[config.mk]
export PLATFORM = sky130hd
export DESIGN_NAME = gmii_tx_p1_arbiter_flat
export DESIGN_NICKNAME = d
export VERILOG_FILES = /design/src/rtl/gmii_tx_p1_arbiter_pkg.sv /design/src/rtl/gmii_tx_p1_arbiter_if.sv /design/src/rtl/gmii_frame_len_mon.sv /design/src/rtl/gmii_tx_p1_arbiter.sv /design/src/flat_wrapper.sv
export SDC_FILE = /design/constraint.sdc
export NUM_CORES = 1
export LEC_CHECK = 0
export ABC_AREA = 1
export BUFFER_PORTS_ARGS = -buffer_cell sky130_fd_sc_hd__buf_2
export CORE_MARGIN = 3
export CORE_UTILIZATION = 50
export CTS_BUF_LIST = sky130_fd_sc_hd__clkbuf_4 sky130_fd_sc_hd__clkbuf_8
export DETAILED_ROUTE_END_ITERATION = 10
export PLACE_DENSITY = 0.81
export RECOVER_POWER = 25
export SYNTH_ARGS = -nofsm -noshare
export SYNTH_HDL_FRONTEND = slang
export SYNTH_SLANG_ARGS = --single-unit
[constraint.sdc]
create_clock -name o_gmii_tx_clk_p1 -period 3.4 [get_ports o_gmii_tx_clk_p1]
set_input_delay 0.17 -clock o_gmii_tx_clk_p1 [delete_from_list [all_inputs] [get_ports o_gmii_tx_clk_p1]]
set_output_delay 0.17 -clock o_gmii_tx_clk_p1 [all_outputs]
set_load 0.01 [all_outputs]
[src/rtl/gmii_tx_p1_arbiter_pkg.sv]
// Shared definitions for the port GMII TX arbiters: FSM encoding, frame
// timing defaults and a saturating counter helper.
package gmii_tx_p1_arbiter_pkg;

    localparam int IFG_BYTES       = 12;
    localparam int MIN_FRAME_BYTES = 72;
    localparam int MAX_FRAME_BYTES = 1530;
    localparam int GRANT_TIMEOUT   = 16;

    typedef enum logic [1:0] {
        ST_IDLE  = 2'd0,
        ST_GRANT = 2'd1,
        ST_XMIT  = 2'd2,
        ST_IFG   = 2'd3
    } arb_state_t;

    // Event counters stick at all-ones instead of wrapping.
    function automatic logic [15:0] sat_inc16(input logic [15:0] v);
        if (v == 16'hFFFF) begin
            return v;
        end else begin
            return v + 16'd1;
        end
    endfunction

endpackage

[src/rtl/gmii_tx_p1_arbiter_if.sv]
// Request/grant handshake of the two frame sources plus the GMII TX pins.
// The arbiter is the slave side; the sources and the PHY pins form the master side.
interface gmii_tx_p1_arbiter_if;
    logic       ts_req;
    logic       ts_grant;
    logic       ts_dv;
    logic [7:0] ts_txd;
    logic       be_req;
    logic       be_grant;
    logic       be_dv;
    logic [7:0] be_txd;
    logic       be_gate_open;
    logic [7:0] gmii_txd;
    logic       gmii_tx_en;
    logic       gmii_tx_er;

    modport master (
        output ts_req, ts_dv, ts_txd, be_req, be_dv, be_txd, be_gate_open,
        input  ts_grant, be_grant, gmii_txd, gmii_tx_en, gmii_tx_er
    );

    modport slave (
        input  ts_req, ts_dv, ts_txd, be_req, be_dv, be_txd, be_gate_open,
        output ts_grant, be_grant, gmii_txd, gmii_tx_en, gmii_tx_er
    );
endinterface

[src/rtl/gmii_frame_len_mon.sv]
// Output register stage for the muxed byte stream. Counts bytes per frame,
// flags runt frames at frame end, and marks every byte beyond the maximum
// length with tx_er.
module gmii_frame_len_mon
    import gmii_tx_p1_arbiter_pkg::*;
#(
    parameter int MIN_LEN = MIN_FRAME_BYTES,
    parameter int MAX_LEN = MAX_FRAME_BYTES
) (
    input  logic       clk,
    input  logic       rst_n,
    input  logic       dv,
    input  logic [7:0] txd,
    output logic [7:0] gmii_txd,
    output logic       gmii_tx_en,
    output logic       gmii_tx_er,
    output logic       runt,
    output logic       giant
);

    localparam logic [11:0] MIN_LEN_V = 12'(MIN_LEN);
    localparam logic [11:0] MAX_LEN_V = 12'(MAX_LEN);

    logic [11:0] len_r;
    logic [7:0]  txd_r;
    logic        en_r;
    logic        er_r;

    // len_r holds the number of bytes already seen in the current frame.
    // A frame ends on the first dv-low cycle; len_r is then the frame length.
    assign runt  = !dv && (len_r != 12'd0) && (len_r < MIN_LEN_V);
    // Exactly one byte crosses the limit, so this fires once per frame.
    assign giant = dv && (len_r == MAX_LEN_V);

    // Byte counter (held at 4095) plus the single pipeline stage to the pins.
    always_ff @(posedge clk or negedge rst_n) begin
        if (!rst_n) begin
            len_r <= 12'd0;
            txd_r <= 8'h00;
            en_r  <= 1'b0;
            er_r  <= 1'b0;
        end else begin
            if (dv) begin
                len_r <= (len_r == 12'hFFF) ? len_r : len_r + 12'd1;
            end else begin
                len_r <= 12'd0;
            end
            txd_r <= dv ? txd : 8'h00;
            en_r  <= dv;
            er_r  <= dv && (len_r >= MAX_LEN_V);
        end
    end

    assign gmii_txd   = txd_r;
    assign gmii_tx_en = en_r;
    assign gmii_tx_er = er_r;

endmodule

[src/rtl/gmii_tx_p1_arbiter.sv]
// Port-1 GMII TX arbiter: whole-frame grants with strict TS priority,
// BE gated by the time slot, minimum inter-frame gap and error counting.
module gmii_tx_p1_arbiter
    import gmii_tx_p1_arbiter_pkg::*;
#(
    parameter int IFG     = IFG_BYTES,
    parameter int MIN_LEN = MIN_FRAME_BYTES,
    parameter int MAX_LEN = MAX_FRAME_BYTES,
    parameter int TIMEOUT = GRANT_TIMEOUT
) (
    input  logic                   o_gmii_tx_clk_p1,
    input  logic                   w_gmii_rst_n_p1,
    gmii_tx_p1_arbiter_if.slave    bus,
    output logic [15:0]            ts_frame_cnt,
    output logic [15:0]            be_frame_cnt,
    output logic [15:0]            err_cnt,
    output logic [1:0]             arb_state
);

    // Gap cycle 0 is the dv-low cycle, so deciding in gap cycle IFG-2 puts
    // the new grant in gap cycle IFG-1 and the first byte on the pins after IFG idles.
    localparam logic [3:0] IFG_DECIDE   = 4'(IFG - 2);
    localparam logic [4:0] TIMEOUT_LAST = 5'(TIMEOUT - 1);

    arb_state_t  state_r;
    logic        ts_grant_r;
    logic        be_grant_r;
    logic [4:0]  wait_cnt_r;
    logic [3:0]  ifg_cnt_r;
    logic [15:0] ts_cnt_r;
    logic [15:0] be_cnt_r;
    logic [15:0] err_cnt_r;

    logic        mux_dv_s;
    logic [7:0]  mux_txd_s;
    logic        pick_ts_s;
    logic        pick_be_s;
    logic        timeout_s;
    logic        runt_s;
    logic        giant_s;

    // Only the granted source reaches the datapath; the other dv is ignored.
    always_comb begin
        mux_dv_s  = 1'b0;
        mux_txd_s = 8'h00;
        if (ts_grant_r) begin
            mux_dv_s  = bus.ts_dv;
            mux_txd_s = bus.ts_txd;
        end else if (be_grant_r) begin
            mux_dv_s  = bus.be_dv;
            mux_txd_s = bus.be_txd;
        end else begin
            mux_dv_s  = 1'b0;
            mux_txd_s = 8'h00;
        end
    end

    // Grant decision: TS always wins; the gate matters only at this instant.
    assign pick_ts_s = bus.ts_req;
    assign pick_be_s = !bus.ts_req && bus.be_req && bus.be_gate_open;
    assign timeout_s = (state_r == ST_GRANT) && !mux_dv_s && (wait_cnt_r == TIMEOUT_LAST);

    // Arbitration FSM with registered grants and per-source frame counters.
    always_ff @(posedge o_gmii_tx_clk_p1 or negedge w_gmii_rst_n_p1) begin
        if (!w_gmii_rst_n_p1) begin
            state_r    <= ST_IDLE;
            ts_grant_r <= 1'b0;
            be_grant_r <= 1'b0;
            wait_cnt_r <= 5'd0;
            ifg_cnt_r  <= 4'd0;
            ts_cnt_r   <= 16'd0;
            be_cnt_r   <= 16'd0;
        end else begin
            case (state_r)
                ST_IDLE: begin
                    if (pick_ts_s || pick_be_s) begin
                        ts_grant_r <= pick_ts_s;
                        be_grant_r <= pick_be_s;
                        wait_cnt_r <= 5'd0;
                        state_r    <= ST_GRANT;
                    end else begin
                        state_r <= ST_IDLE;
                    end
                end
                ST_GRANT: begin
                    if (mux_dv_s) begin
                        state_r <= ST_XMIT;
                    end else if (wait_cnt_r == TIMEOUT_LAST) begin
                        ts_grant_r <= 1'b0;
                        be_grant_r <= 1'b0;
                        ifg_cnt_r  <= 4'd1;
                        state_r    <= ST_IFG;
                    end else begin
                        wait_cnt_r <= wait_cnt_r + 5'd1;
                    end
                end
                ST_XMIT: begin
                    if (!mux_dv_s) begin
                        ts_grant_r <= 1'b0;
                        be_grant_r <= 1'b0;
                        if (ts_grant_r) begin
                            ts_cnt_r <= sat_inc16(ts_cnt_r);
                        end else begin
                            be_cnt_r <= sat_inc16(be_cnt_r);
                        end
                        ifg_cnt_r <= 4'd1;
                        state_r   <= ST_IFG;
                    end else begin
                        state_r <= ST_XMIT;
                    end
                end
                ST_IFG: begin
                    if (ifg_cnt_r == IFG_DECIDE) begin
                        if (pick_ts_s || pick_be_s) begin
                            ts_grant_r <= pick_ts_s;
                            be_grant_r <= pick_be_s;
                            wait_cnt_r <= 5'd0;
                            state_r    <= ST_GRANT;
                        end else begin
                            state_r <= ST_IDLE;
                        end
                    end else begin
                        ifg_cnt_r <= ifg_cnt_r + 4'd1;
                    end
                end
                default: begin
                    ts_grant_r <= 1'b0;
                    be_grant_r <= 1'b0;
                    state_r    <= ST_IDLE;
                end
            endcase
        end
    end

    // Runt, giant and grant-timeout events are mutually exclusive in a cycle.
    always_ff @(posedge o_gmii_tx_clk_p1 or negedge w_gmii_rst_n_p1) begin
        if (!w_gmii_rst_n_p1) begin
            err_cnt_r <= 16'd0;
        end else if (timeout_s || runt_s || giant_s) begin
            err_cnt_r <= sat_inc16(err_cnt_r);
        end else begin
            err_cnt_r <= err_cnt_r;
        end
    end

    gmii_frame_len_mon #(
        .MIN_LEN (MIN_LEN),
        .MAX_LEN (MAX_LEN)
    ) u_len_mon (
        .clk        (o_gmii_tx_clk_p1),
        .rst_n      (w_gmii_rst_n_p1),
        .dv         (mux_dv_s),
        .txd        (mux_txd_s),
        .gmii_txd   (bus.gmii_txd),
        .gmii_tx_en (bus.gmii_tx_en),
        .gmii_tx_er (bus.gmii_tx_er),
        .runt       (runt_s),
        .giant      (giant_s)
    );

    assign bus.ts_grant = ts_grant_r;
    assign bus.be_grant = be_grant_r;
    assign ts_frame_cnt = ts_cnt_r;
    assign be_frame_cnt = be_cnt_r;
    assign err_cnt      = err_cnt_r;
    assign arb_state    = state_r;

endmodule

[src/flat_wrapper.sv]
// flat-port wrapper written by rule: the top's interface ports become plain ports
module gmii_tx_p1_arbiter_flat import gmii_tx_p1_arbiter_pkg::*;
#(
    parameter int IFG     = IFG_BYTES,
    parameter int MIN_LEN = MIN_FRAME_BYTES,
    parameter int MAX_LEN = MAX_FRAME_BYTES,
    parameter int TIMEOUT = GRANT_TIMEOUT
)
  (o_gmii_tx_clk_p1, w_gmii_rst_n_p1, ts_frame_cnt, be_frame_cnt, err_cnt, arb_state, bus_ts_req, bus_ts_dv, bus_ts_txd, bus_be_req, bus_be_dv, bus_be_txd, bus_be_gate_open, bus_ts_grant, bus_be_grant, bus_gmii_txd, bus_gmii_tx_en, bus_gmii_tx_er);
  gmii_tx_p1_arbiter_if bus_i ();
  input  logic o_gmii_tx_clk_p1;
  input  logic w_gmii_rst_n_p1;
  output logic [15:0] ts_frame_cnt;
  output logic [15:0] be_frame_cnt;
  output logic [15:0] err_cnt;
  output logic [1:0] arb_state;
  input wire logic [$bits(bus_i.ts_req)-1:0] bus_ts_req;
  input wire logic [$bits(bus_i.ts_dv)-1:0] bus_ts_dv;
  input wire logic [$bits(bus_i.ts_txd)-1:0] bus_ts_txd;
  input wire logic [$bits(bus_i.be_req)-1:0] bus_be_req;
  input wire logic [$bits(bus_i.be_dv)-1:0] bus_be_dv;
  input wire logic [$bits(bus_i.be_txd)-1:0] bus_be_txd;
  input wire logic [$bits(bus_i.be_gate_open)-1:0] bus_be_gate_open;
  output wire logic [$bits(bus_i.ts_grant)-1:0] bus_ts_grant;
  output wire logic [$bits(bus_i.be_grant)-1:0] bus_be_grant;
  output wire logic [$bits(bus_i.gmii_txd)-1:0] bus_gmii_txd;
  output wire logic [$bits(bus_i.gmii_tx_en)-1:0] bus_gmii_tx_en;
  output wire logic [$bits(bus_i.gmii_tx_er)-1:0] bus_gmii_tx_er;
  assign bus_i.ts_req = bus_ts_req;
  assign bus_i.ts_dv = bus_ts_dv;
  assign bus_i.ts_txd = bus_ts_txd;
  assign bus_i.be_req = bus_be_req;
  assign bus_i.be_dv = bus_be_dv;
  assign bus_i.be_txd = bus_be_txd;
  assign bus_i.be_gate_open = bus_be_gate_open;
  assign bus_ts_grant = bus_i.ts_grant;
  assign bus_be_grant = bus_i.be_grant;
  assign bus_gmii_txd = bus_i.gmii_txd;
  assign bus_gmii_tx_en = bus_i.gmii_tx_en;
  assign bus_gmii_tx_er = bus_i.gmii_tx_er;
  gmii_tx_p1_arbiter #(.IFG(IFG), .MIN_LEN(MIN_LEN), .MAX_LEN(MAX_LEN), .TIMEOUT(TIMEOUT)) u_core (.o_gmii_tx_clk_p1(o_gmii_tx_clk_p1), .w_gmii_rst_n_p1(w_gmii_rst_n_p1), .bus(bus_i), .ts_frame_cnt(ts_frame_cnt), .be_frame_cnt(be_frame_cnt), .err_cnt(err_cnt), .arb_state(arb_state));
endmodule
# == Word-level counts from Yosys, hierarchy flattened ==
# Index checks and enable logic that the tools add are counted.
# classes
n_lt_le_gt_ge,2
mux,32
n_eq_ne,18
n_addsub,6
n_reduce_logical,24
bitwise,5
# ops
cell,n
"16-bit by 1-bit adder with 16-bit output, second input constant",3
"16-bit equality test, second input constant",3
12-bit two-way mux,2
8-bit two-way mux,3
5-bit two-way mux,4
4-bit two-way mux,4
4-bit AND reduction,4
5-bit case mux with 3 select lines,1
"12-bit by 1-bit adder with 12-bit output, second input constant",1
"12-bit by 11-bit equality test with 1-bit output, second input constant",1
"12-bit equality test, second input constant",1
"12-bit by 11-bit greater-or-equal comparator with 1-bit output, second input constant",1
"12-bit by 7-bit less-than comparator with 1-bit output, second input constant",1
"2-bit != test, second input constant",6
4-bit case mux with 3 select lines,1
12-bit nonzero test,1
1-bit two-way mux,11
1-bit logical AND,8
1-bit case mux with 4 select lines,2
2-bit case mux with 4 select lines,1
2-bit two-way mux,3
3-bit nonzero test,2
"5-bit by 1-bit adder with 5-bit output, second input constant",1
"5-bit by 4-bit equality test with 1-bit output, second input constant",1
12 further kinds,21
# word_totals
in_bits,23
reg_bits,83
word_cells,99
out_inout_bits,62

# == Logic depth before layout (Yosys ltp) ==
# Gate-level depths: netlist of the first run.
# logic_depth
word_depth,8
ltp_mapped,12
ltp_nobuf,11

# == By module ==
# From an unflattened synthesis of the first run, not the netlist that was laid out.
# unflattened
cells_unflattened,728
area_unflattened_um2,5191.2
# modules_own_cells
mod,seq_area_each_um2,cells_each,n_inst,area_per_inst_um2
gmii_tx_p1_arbiter,1526.5,585,1,4070.2
gmii_frame_len_mon,550.5,143,1,1121.1

# == Worst setup path before layout of the first run ==
# OpenSTA, ideal clock, no wires.
# synth_path
path_kind,register -> register
start,reg u_core.ts_cnt_r[0] (netlist: u_core.ts_frame_cnt[0])
end,reg u_core.ts_cnt_r[8] (netlist: u_core.ts_frame_cnt[8])
setup_time_ns,0.116
period_less_slack_ns,1.650
n_path_buf,1
arrival_time_ns,1.533
setup_slack_ns,1.750
t_required_ns,3.284
stages_incl_launch_ff,10
cell_sequence,dfrtp_1 -> ha_1 -> nand2_1 -> nor3_2 -> nand4_2 -> nand2_2 -> inv_2 -> buf_6 -> nand2_1 -> nand2_1
# synth_via
elab_chain_cells,3
word_cells_on_any_way,4
cone_classes,1 x add/sub; 1 x eq/ne; 1 x bitwise; 1 x reduce/logical
# synth_lines
item,line,text
"start, declared",gmii_tx_p1_arbiter.sv:30,logic [15:0] ts_cnt_r;
"start signal, assigned",gmii_tx_p1_arbiter.sv:102,ts_cnt_r <= sat_inc16(ts_cnt_r);
"parallel branches: the longest is 3 deep, another holds 16-bit by 1-bit adder with 16-bit output",--,
# Several ways; the timed one is not identified.
# A chain may end at the register's enable or synchronous reset.

# == Worst setup path after layout of the first run ==
# layout_path
start,reg u_core.ts_grant_r (netlist: u_core.bus.ts_grant)
end,reg u_core.err_cnt_r[14] (netlist: u_core.err_cnt[14])
# layout_via
elab_chain_cells,7
word_cells_on_any_way,10
cone_classes,1 x mux; 9 x reduce/logical
# layout_lines
item,line,text
"start, declared",gmii_tx_p1_arbiter.sv:26,logic ts_grant_r;
"start signal, assigned",gmii_tx_p1_arbiter.sv:77,ts_grant_r <= pick_ts_s;
"start signal, assigned",gmii_tx_p1_arbiter.sv:115,ts_grant_r <= pick_ts_s;
1-bit two-way mux *,gmii_tx_p1_arbiter.sv:46,if (ts_grant_r) begin
1-bit zero test,"gmii_frame_len_mon.sv:31, gmii_tx_p1_arbiter.sv:61",
"1-bit logical AND, on equally long branches (2 in series)","gmii_tx_p1_arbiter.sv:61, gmii_frame_len_mon.sv:31",
1-bit logical OR,gmii_tx_p1_arbiter.sv:139,end else if (timeout_s || runt_s || giant_s) begin
1-bit logical OR *,gmii_tx_p1_arbiter.sv:139,
2-bit AND reduction (no source line) *,--,
"end signal, assigned",gmii_tx_p1_arbiter.sv:140,err_cnt_r <= sat_inc16(err_cnt_r);
"end signal, assigned",gmii_tx_p1_arbiter.sv:142,err_cnt_r <= err_cnt_r;
"end, declared",gmii_tx_p1_arbiter.sv:32,logic [15:0] err_cnt_r;
# Every way passes the cells marked *; elsewhere a longest branch is shown, timed or not.

==> flow_summary.json, run 1 <==
{
  "max_cap_viol_count": 1,
  "ys_seq_area_share_pct": 40.7,
  "dp_hpwl_mm": 9.42,
  "tns_ns": 0,
  "critPathKind": "flop to flop",
  "io_buffer_count": 84,
  "p_total_mw": 3.06,
  "routabilityCongestion": 0.951,
  "synth_nets": 735,
  "antenna_found_initial": 1,
  "cts_buffers": 9,
  "netlist_area_um2": 5100,
  "final_common_cell": "nand2_1",
  "fill_cells": 886,
  "critical_path.slowest_cell": "dfrtp_1",
  "drive_gt1_share_pct": 16.0,
  "yosysUniqueCellTypes": 36,
  "post-cts-setup-buffers": 0,
  "cts_tree": "built",
  "hold_buffers": 0,
  "min_from": "bus_ts_txd[2]",
  "pwr-share-comb_pct": 32.2,
  "root_buffer": "clkbuf_8",
  "status": "finished, violations left",
  "clk_pin_slew_ns": 0.08,
  "avgViaCountPerCell": 5.25,
  "nets": 816,
  "slew_violations": 84,
  "violations": "capacitance limit, slew limit",
  "hold_depth": 5,
  "post_cts_resized": 0,
  "path_buf_inv": 1,
  "grt_pass1_wl_mm": 20.9,
  "drt-total-wl_mm": 12.5,
  "worst-r2r-cell-count": 8,
  "fp.coreArea_um2": 9860,
  "gr-total-overflow": 0,
  "ios": 85,
  "p_int_mw": 1.88,
  "vias": 4816,
  "synth_cells": 699,
  "critical_path_cell_count": 8,
  "grt_use_total_pct": 22.6,
  "period_share_pct": 66.1,
  "tightest_slew_ns": 2.02,
  "fin_cells": 917,
  "final_cell_mix": "nand2_1, buf_2, dfrtp_1, inv_1, nand3_1",
  "ant_nets": 0,
  "post-route-util_pct": 58.8,
  "first_global_vias": 4465,
  "postSynthAreaPerCell_um2": 7.29,
  "cts_sinks": 83,
  "placedCellCount": 902,
  "seq_power_share_pct": 42.6,
  "path_cells": "inv_2, nand3_1, nand2_2, nor2_1, nand2_2, nand3_4, nand2_1, nand2_1",
  "ys_ff_latch": 83,
  "grt_max_degree": 84,
  "power_switching_mw": 1.19,
  "crit_start": "u_core.bus.ts_grant$_DFFE_PN0P_",
  "finalCriticalPeriod_ns": 2.25,
  "achievable-frequency_ghz": 0.445,
  "syn2layout_area_growth_pct": 13.7,
  "clockBufferDepth": 2,
  "first_pass_iters": 4,
  "clkPwrFrac_pct": 25.2,
  "rsz0062_at_grt": "false",
  "clock-skew-final_ns": 0.00917,
  "drt_iter0_markers": 464,
  "route.detailed.drc": 0,
  "p_per_area_nw_per_um2": 528,
  "reg2reg_from": "u_core.bus.ts_grant$_DFFE_PN0P_",
  "sw_frac_of_total_pct": 38.8,
  "holdWs_ns": 0.108,
  "worstSetupEndpointType": "flop",
  "rows": 36,
  "die-area_um2": 11400,
  "insertion_delay_ns": 0.35,
  "hold_viol_final": 0,
  "die_w_um": 107,
  "wire_per_inst_um": 13.7,
  "leakagePower_nw": 3.06,
  "finalSetupViolations": 0,
  "fin_area_um2": 5800,
  "hp-class": "primary input to flop",
  "cts_max_level": 3,
  "die_h_um": 107,
  "worstPathRequired_ns": 3.63,
  "startpoint_type": "flop",
  "critPathTopFamily": "simple AND/OR/NAND/NOR gates",
  "critPathArrivalTime_ns": 2.48,
  "initial_core_util_pct": 51.7,
  "ys_warn_count": 0,
  "relSlewSlack_pct": -34.9,
  "place_area_um2": 5580,
  "cp_max_fo": 27,
  "setup_ws_ns": 1.15,
  "max_stage_delay_ns": 0.55,
  "vdd_ir_drop_max_mv": 0.280,
  "dp_slack_ns": 1.21
}
## cells by family after synthesis
group / synth area share (%)
AO/OA/AOI/OAI: 3.93
adder cells (fa/ha/maj): 3.19
XOR/XNOR: 5.84
flip-flops: 40.7
AND/OR/NAND/NOR: 39.0
buffers and inverters: 7.31
## layer usage
metal / track usage (%) / part of all wire [%] / wire, µm
met5: 0 / 0 / 0
met4: 8.40 / 2.3 / 291
met3: 3.85 / 5.9 / 739
met2: 38.2 / 50 / 6220
met1: 29.1 / 42 / 5290
## cell usage after synthesis (all sizes together)
| cell | count | area, µm² |
|---|---|---|
| o21ai | 25 | 125 |
| nand2 | 266 | 1020 |
| inv | 72 | 270 |
| nand3b | 3 | 22.5 |
| o21a | 1 | 7.51 |
| xnor2 | 15 | 131 |
| dfrtp | 83 | 2080 |
| a31oi | 2 | 12.5 |
| a21oi | 8 | 40.0 |
| ha | 13 | 163 |
| o211ai | 1 | 7.51 |
| nand3 | 64 | 338 |
| buf | 13 | 98.8 |
| xor2 | 19 | 166 |
| clkbuf | 1 | 3.75 |
| nor2 | 62 | 260 |
| and2 | 1 | 6.26 |
| or2 | 3 | 18.8 |
| nor3 | 13 | 86.3 |
| o31ai | 1 | 7.51 |
| nand4 | 33 | 234 |
## worst register-to-register path: cells and delay by family, from the launching register on
kind	cells	cell delay, ns
flip-flops	1	0.55
buffers and inverters	1	0.23
AND/OR/NAND/NOR	7	1.36
## flip-flops by register name, indices dropped and copies added, names as in the netlist
| signal | cells |
|---|---|
| u_core.bus.be_grant | 1 |
| u_core.arb_state | 2 |
| u_core.err_cnt | 16 |
| u_core.be_frame_cnt | 16 |
| u_core.wait_cnt_r | 5 |
| u_core.u_len_mon.gmii_txd | 8 |
| u_core.bus.ts_grant | 1 |
| u_core.ifg_cnt_r | 4 |
| u_core.u_len_mon.gmii_tx_er | 1 |
| u_core.ts_frame_cnt | 16 |
| u_core.u_len_mon.gmii_tx_en | 1 |
| u_core.u_len_mon.len_r | 12 |
## worst paths after layout
check / end / slack (ns)
setup reg to reg: u_core.err_cnt[14]$_DFFE_PN0P_ / 1.15
hold reg to reg: u_core.wait_cnt_r[3]$_DFFE_PN0P_ / 0.50
hold / removal: u_core.u_len_mon.gmii_txd[2]$_DFF_PN0_ / 0.11
setup / recovery: u_core.err_cnt[14]$_DFFE_PN0P_ / 1.15
max in group asynchronous: u_core.u_len_mon.len_r[1]$_DFFE_PN0P_ / 1.81
min in group asynchronous: u_core.be_frame_cnt[8]$_DFFE_PN0P_ / 0.36
## cell type report
type,instances,area (µm²),area share [%]
timing repair buffer,84,420,7.25
tap,133,166,2.87
clock buffer,10,138,2.37
sequential,83,2080,35.8
antenna,1,2.50,0.0432
clock inverter,4,76.3,1.32
multi-input combinational,530,2650,45.7
inverter,72,270,4.66
## power groups by stage
| stage | clock network (mW) | registers, mW | logic (mW) |
|---|---|---|---|
| finish | 0.772 | 1.31 | 0.986 |
| global route | 0.830 | 1.33 | 1.13 |
| CTS | 0.791 | 1.30 | 0.992 |
| detailed placement | 0 | 1.32 | 0.983 |
| global placement | 0 | 1.31 | 0.941 |
| floorplan | 0 | 1.30 | 0.722 |
Power figures use the tool's default switching activity.
==> run 2, diff against run 1 <==
==> constraint.sdc (replaced) <==
create_clock -name o_gmii_tx_clk_p1 -period 2.3 [get_ports o_gmii_tx_clk_p1]
set_input_delay 0.115 -clock o_gmii_tx_clk_p1 [delete_from_list [all_inputs] [get_ports o_gmii_tx_clk_p1]]
set_output_delay 0.115 -clock o_gmii_tx_clk_p1 [all_outputs]
set_load 0.01 [all_outputs]
==> run 2 against run 1 <==
  * The run now ends clean
  * Sequential power increased by 44%
  * Sequential share of layout area is 0.39 points lower
  * Clock skew is 0.0023 ns higher
  * Via count shrank 0.29%
  * Final cell count rose by 0.44%
  * Global-route usage shrank 0.30 points
  * Highest routed layer unchanged
  * Clock power grew 58%
  * Worst setup slack lost 0.83 ns
  * Die area stayed put
  * Sequential cell count did not move
==> flow_summary.json, run 2 (same netlist as run 1, synthesis figures left out) <==
{
  "status": "finished clean",
  "grt_pass1_wl_mm": 20.5,
  "tns_ns": 0,
  "fin_cells": 921,
  "final_common_cell": "nand2_1",
  "die-area_um2": 11400,
  "max_cap_viol_count": 0,
  "avgViaCountPerCell": 5.21,
  "min_from": "bus_ts_txd[6]",
  "cts_sinks": 83,
  "hp-class": "primary input to flop",
  "root_buffer": "clkbuf_8",
  "hold_viol_final": 0,
  "placedCellCount": 906,
  "max_stage_delay_ns": 0.46,
  "wire_per_inst_um": 13.3,
  "post_cts_resized": 0,
  "critical_path.slowest_cell": "dfrtp_1",
  "tightest_slew_ns": 1.03,
  "vias": 4802,
  "cts_buffers": 9,
  "io_buffer_count": 84,
  "leakagePower_nw": 3.10,
  "period_share_pct": 85.9,
  "fin_area_um2": 5860,
  "drt-total-wl_mm": 12.3,
  "gr-total-overflow": 0,
  "ant_nets": 0,
  "first_pass_iters": 5,
  "reg2reg_from": "u_core.ts_frame_cnt[0]$_DFFE_PN0P_",
  "syn2layout_area_growth_pct": 15.0,
  "fp.coreArea_um2": 9860,
  "achievable-frequency_ghz": 0.506,
  "grt_use_total_pct": 22.3,
  "place_area_um2": 5630,
  "nets": 821,
  "hold_buffers": 1,
  "drive_gt1_share_pct": 16.4,
  "rows": 36,
  "finalCriticalPeriod_ns": 1.98,
  "grt_max_degree": 43,
  "critPathArrivalTime_ns": 2.22,
  "path_cells": "ha_1, nand2_1, nor3_2, nand4_2, nand2_2, inv_2, nand2_1, nand2_1",
  "routabilityCongestion": 0.943,
  "clockBufferDepth": 2,
  "critPathKind": "flop to flop",
  "final_cell_mix": "nand2_1, buf_2, dfrtp_1, inv_1, nand3_1",
  "initial_core_util_pct": 51.7,
  "cts_max_level": 3,
  "holdWs_ns": 0.0382,
  "crit_start": "u_core.ts_frame_cnt[0]$_DFFE_PN0P_",
  "die_w_um": 107,
  "antenna-diode-count": 0,
  "cts_tree": "built",
  "vdd_ir_drop_max_mv": 0.393,
  "dp_hpwl_mm": 9.27,
  "antenna_found_initial": 0,
  "first_global_vias": 4438,
  "post-cts-setup-buffers": 0,
  "startpoint_type": "flop",
  "clk_pin_slew_ns": 0.08,
  "finalSetupViolations": 0,
  "p_per_area_nw_per_um2": 792,
  "slew_violations": 0,
  "rsz0062_at_grt": "false",
  "insertion_delay_ns": 0.36,
  "ios": 85,
  "die_h_um": 107,
  "drt_iter0_markers": 306,
  "route.detailed.drc": 0,
  "clock-skew-final_ns": 0.0115,
  "worstPathRequired_ns": 2.54,
  "crit_top_cell": "nand2_1",
  "worstSetupEndpointType": "flop",
  "cp_max_fo": 18,
  "relSlewSlack_pct": 31.6
}
==> run 2: changes by cell type in the layout (fill, tap and decap cells not counted), sizes merged <==
cell / before / now
clkbuf: 11 / 10
clkinvlp: 1 / 0
buf: 83 / 87
clkinv: 1 / 2
diode: 1 / 0
dlygate4sd3: 0 / 1
bufinv: 2 / 3
==> run 2: power breakdown <==
group          total (mW)  internal, mW  leakage, nW  switching, mW
Combinational        1.54         0.524         1.85           1.02
Clock                1.22         0.709        0.115          0.509
Sequential           1.88          1.65         1.14          0.235
Total                4.64          2.88         3.10           1.76
==> run 2: metal layers <==
| layer | wire [µm] | vias up | part of all wire, % | GRT usage (%) |
|---|---|---|---|---|
| li1 | - | 2401 | - | - |
| met1 | 5370 | 2222 | 44 | 28.9 |
| met2 | 6010 | 153 | 49 | 36.7 |
| met3 | 612 | 26 | 5.0 | 4.33 |
| met4 | 274 | 0 | 2.2 | 8.95 |
| met5 | 0 | - | 0 | 0 |
==> run 2: final cells by class <==
class	count	area, µm²
Fill cell	891	4000
Multi-Input combinational cell	530	2650
Sequential cell	83	2080
Timing Repair Buffer	89	473
Inverter	72	270
Tap cell	133	166
Clock buffer	9	124
Clock inverter	5	104
==> run 2: worst paths after layout <==
kind | to | cells past startpoint | slack [ns]
worst max-delay path | u_core.ts_frame_cnt[0]$_DFFE_PN0P_ | 8 | 0.32
worst min-delay path | u_core.u_len_mon.gmii_txd[6]$_DFF_PN0_ | 5 | 0.04
worst max register to register | u_core.ts_frame_cnt[0]$_DFFE_PN0P_ | 8 | 0.32
worst min register to register | u_core.be_frame_cnt[14]$_DFFE_PN0P_ | 2 | 0.51
max in group asynchronous | u_core.u_len_mon.len_r[5]$_DFFE_PN0P_ | 3 | 1.07
min in group asynchronous | u_core.be_frame_cnt[8]$_DFFE_PN0P_ | 2 | 0.46
==> run 2: worst max-delay path: cells and delay by family (launching register included) <==
family | cells | cell delay (ns)
DFF | 1 | 0.46
and+or+nand+nor | 6 | 0.95
buffers and inverters | 1 | 0.17
adders and majority gates | 1 | 0.27
==> run 2: stage by stage <==
step	utilization [%]	worst slack (ns)	power, mW
2_1_floorplan	-	0.650	2.99
3_3_place_gp	57.0	0.448	3.39
3_5_place_dp	57.0	0.335	3.46
4_1_cts	59.4	0.300	4.69
5_1_grt	59.4	0.103	4.98
6_report	59.4	0.324	4.64
==> run 3, diff against run 2 <==
==> constraint.sdc (replaced) <==
create_clock -name o_gmii_tx_clk_p1 -period 2.4 [get_ports o_gmii_tx_clk_p1]
set_input_delay 0.12 -clock o_gmii_tx_clk_p1 [delete_from_list [all_inputs] [get_ports o_gmii_tx_clk_p1]]
set_output_delay 0.12 -clock o_gmii_tx_clk_p1 [all_outputs]
set_load 0.01 [all_outputs]
==> run 3 against run 2 <==
  * Non-clock buffer count is the same
  * Maximum frequency decreased by 2.8%
  * Wire length increased by 3.4%
  * Via count grew 2.7%
  * Sequential power fell by 3%
  * Total power down 4.4%
  * Critical path type unchanged
  * Largest cell class unchanged
  * Highest routed layer unchanged
==> flow_summary.json, run 3 (same netlist as run 1, synthesis figures left out) <==
{
  "status": "finished clean",
  "ios": 85,
  "hold_depth": 5,
  "cts_tree": "built",
  "vias": 4933,
  "cts_sinks": 83,
  "p_per_area_nw_per_um2": 760,
  "dp_hpwl_mm": 9.35,
  "fp.coreArea_um2": 9860,
  "critical_path.slowest_cell": "dfrtp_1",
  "worst-r2r-cell-count": 11,
  "drt_iter0_markers": 391,
  "clockBufferDepth": 2,
  "die-area_um2": 11400,
  "grt_busiest_layer": "met2",
  "grt_max_degree": 44,
  "tightest_slew_ns": 1.08,
  "drt-total-wl_mm": 12.7,
  "grt_util_met2_pct": 37.3,
  "holdWs_ns": 0.0415,
  "root_buffer": "clkbuf_8",
  "first_global_vias": 4598,
  "route.detailed.drc": 0,
  "clk_pin_slew_ns": 0.08,
  "cp_max_fo": 16,
  "fill_cells": 902,
  "tns_ns": 0,
  "wire_per_inst_um": 13.7,
  "finalCriticalPeriod_ns": 2.03,
  "hold_viol_final": 0,
  "slew_violations": 0,
  "die_w_um": 107,
  "die_h_um": 107,
  "relSlewSlack_pct": 28.3,
  "worstPathRequired_ns": 2.66,
  "startpoint_type": "flop",
  "cts_buffers": 9,
  "finalSetupViolations": 0,
  "drive_gt1_share_pct": 14.6,
  "path_buf_inv": 1,
  "vdd_ir_drop_max_mv": 0.363,
  "ant_nets": 0,
  "hp-class": "primary input to flop",
  "max_stage_delay_ns": 0.40,
  "antenna_found_initial": 0,
  "cts_max_level": 3,
  "grt_use_total_pct": 22.9,
  "critical_path_cell_count": 11,
  "max_cap_viol_count": 0,
  "io_buffer_count": 84,
  "worstSetupEndpointType": "flop",
  "use_met1_pct": 29.9,
  "final_cell_mix": "nand2_1, dfrtp_1, inv_1, buf_2, nand3_1",
  "avgViaCountPerCell": 5.34,
  "achievable-frequency_ghz": 0.492,
  "initial_core_util_pct": 51.7,
  "use_met3_pct": 4.27,
  "grt_pass1_wl_mm": 21.1,
  "insertion_delay_ns": 0.37,
  "nets": 821,
  "rows": 36,
  "post-cts-setup-buffers": 0,
  "rsz0062_at_grt": "false",
  "clock-skew-final_ns": 0.00861,
  "routabilityCongestion": 0.969,
  "leakagePower_nw": 3.02,
  "syn2layout_area_growth_pct": 14.4,
  "antenna-diode-count": 0,
  "path_cells": "ha_1, nand2_1, nor2_1, ha_1, nand2_1, inv_1, nor2_1, nand2_2, nand3_4, nand2_1, nand2_1",
  "crit_top_cell": "nand2_1",
  "critPathKind": "flop to flop",
  "gr-total-overflow": 0,
  "final_common_cell": "nand2_1",
  "critPathTopFamily": "simple AND/OR/NAND/NOR gates",
  "period_share_pct": 84.8,
  "first_pass_iters": 5,
  "critPathArrivalTime_ns": 2.29
}
[run 3: cell count changes in the layout (fill, tap and decap cells not counted), sizes merged]
cell    previous run  this run
clkinv             2         3
bufinv             3         2
buf               87        71
clkbuf            10        28
[run 3: worst paths after layout]
path                                                  start                                      to  slack (ns)
setup / recovery           u_core.wait_cnt_r[0]$_DFFE_PN0P_          u_core.err_cnt[10]$_DFFE_PN0P_        0.37
hold / removal                                bus_ts_txd[2]  u_core.u_len_mon.gmii_txd[2]$_DFF_PN0_        0.04
min in group asynchronous                   w_gmii_rst_n_p1      u_core.be_frame_cnt[4]$_DFFE_PN0P_        0.49
hold reg to reg            u_core.wait_cnt_r[4]$_DFFE_PN0P_        u_core.wait_cnt_r[4]$_DFFE_PN0P_        0.51
setup reg to reg           u_core.wait_cnt_r[0]$_DFFE_PN0P_          u_core.err_cnt[10]$_DFFE_PN0P_        0.37
max in group asynchronous                   w_gmii_rst_n_p1   u_core.u_len_mon.len_r[2]$_DFFE_PN0P_        1.03
[run 3: worst min-delay path, delay by kind of cell]
family / cells / cell delay, ns
buffers and inverters: 2 / 0.12
and+or+nand+nor: 3 / 0.14
[run 3: area by class of cell]
type	count	area, µm²	share of cell area, %
multi-input cells	530	2650	45.4
flip-flops and latches	83	2080	35.6
repair buffers	89	440	7.55
inverters	72	270	4.63
well taps	133	166	2.85
clock buffers	11	145	2.49
clock inverters	5	86.3	1.48
[run 3: stage by stage]
step	setup slack (ns)	std cells	area, µm²	total power [mW]	utilization, %
after floorplan	0.750	699	5100	2.87	-
after global placement	0.506	906	5610	3.23	56.9
after detailed placement	0.410	906	5610	3.30	56.9
after CTS	0.387	923	5860	4.46	59.4
after global routing	0.160	923	5830	4.74	59.1
final	0.366	923	5830	4.44	59.1
[run 3: layer usage]
layer	routed length (µm)	vias to the layer above	part of all wire [%]
li1	-	2412	-
met1	5520	2313	43
met3	798	37	6.3
met5	0	-	0
met2	6000	171	47
met4	371	0	2.9
[run 3: power breakdown]
part / internal [mW] / total, mW / switching (mW)
logic: 0.484 / 1.45 / 0.965
registers: 1.58 / 1.83 / 0.252
clock network: 0.632 / 1.16 / 0.524
[run 3: repair_timing]
action,CTS,global route
endpoints found under the setup margin,0,0
hold endpoints to repair,41,0
hold buffers,1,0
resized for setup,0,0
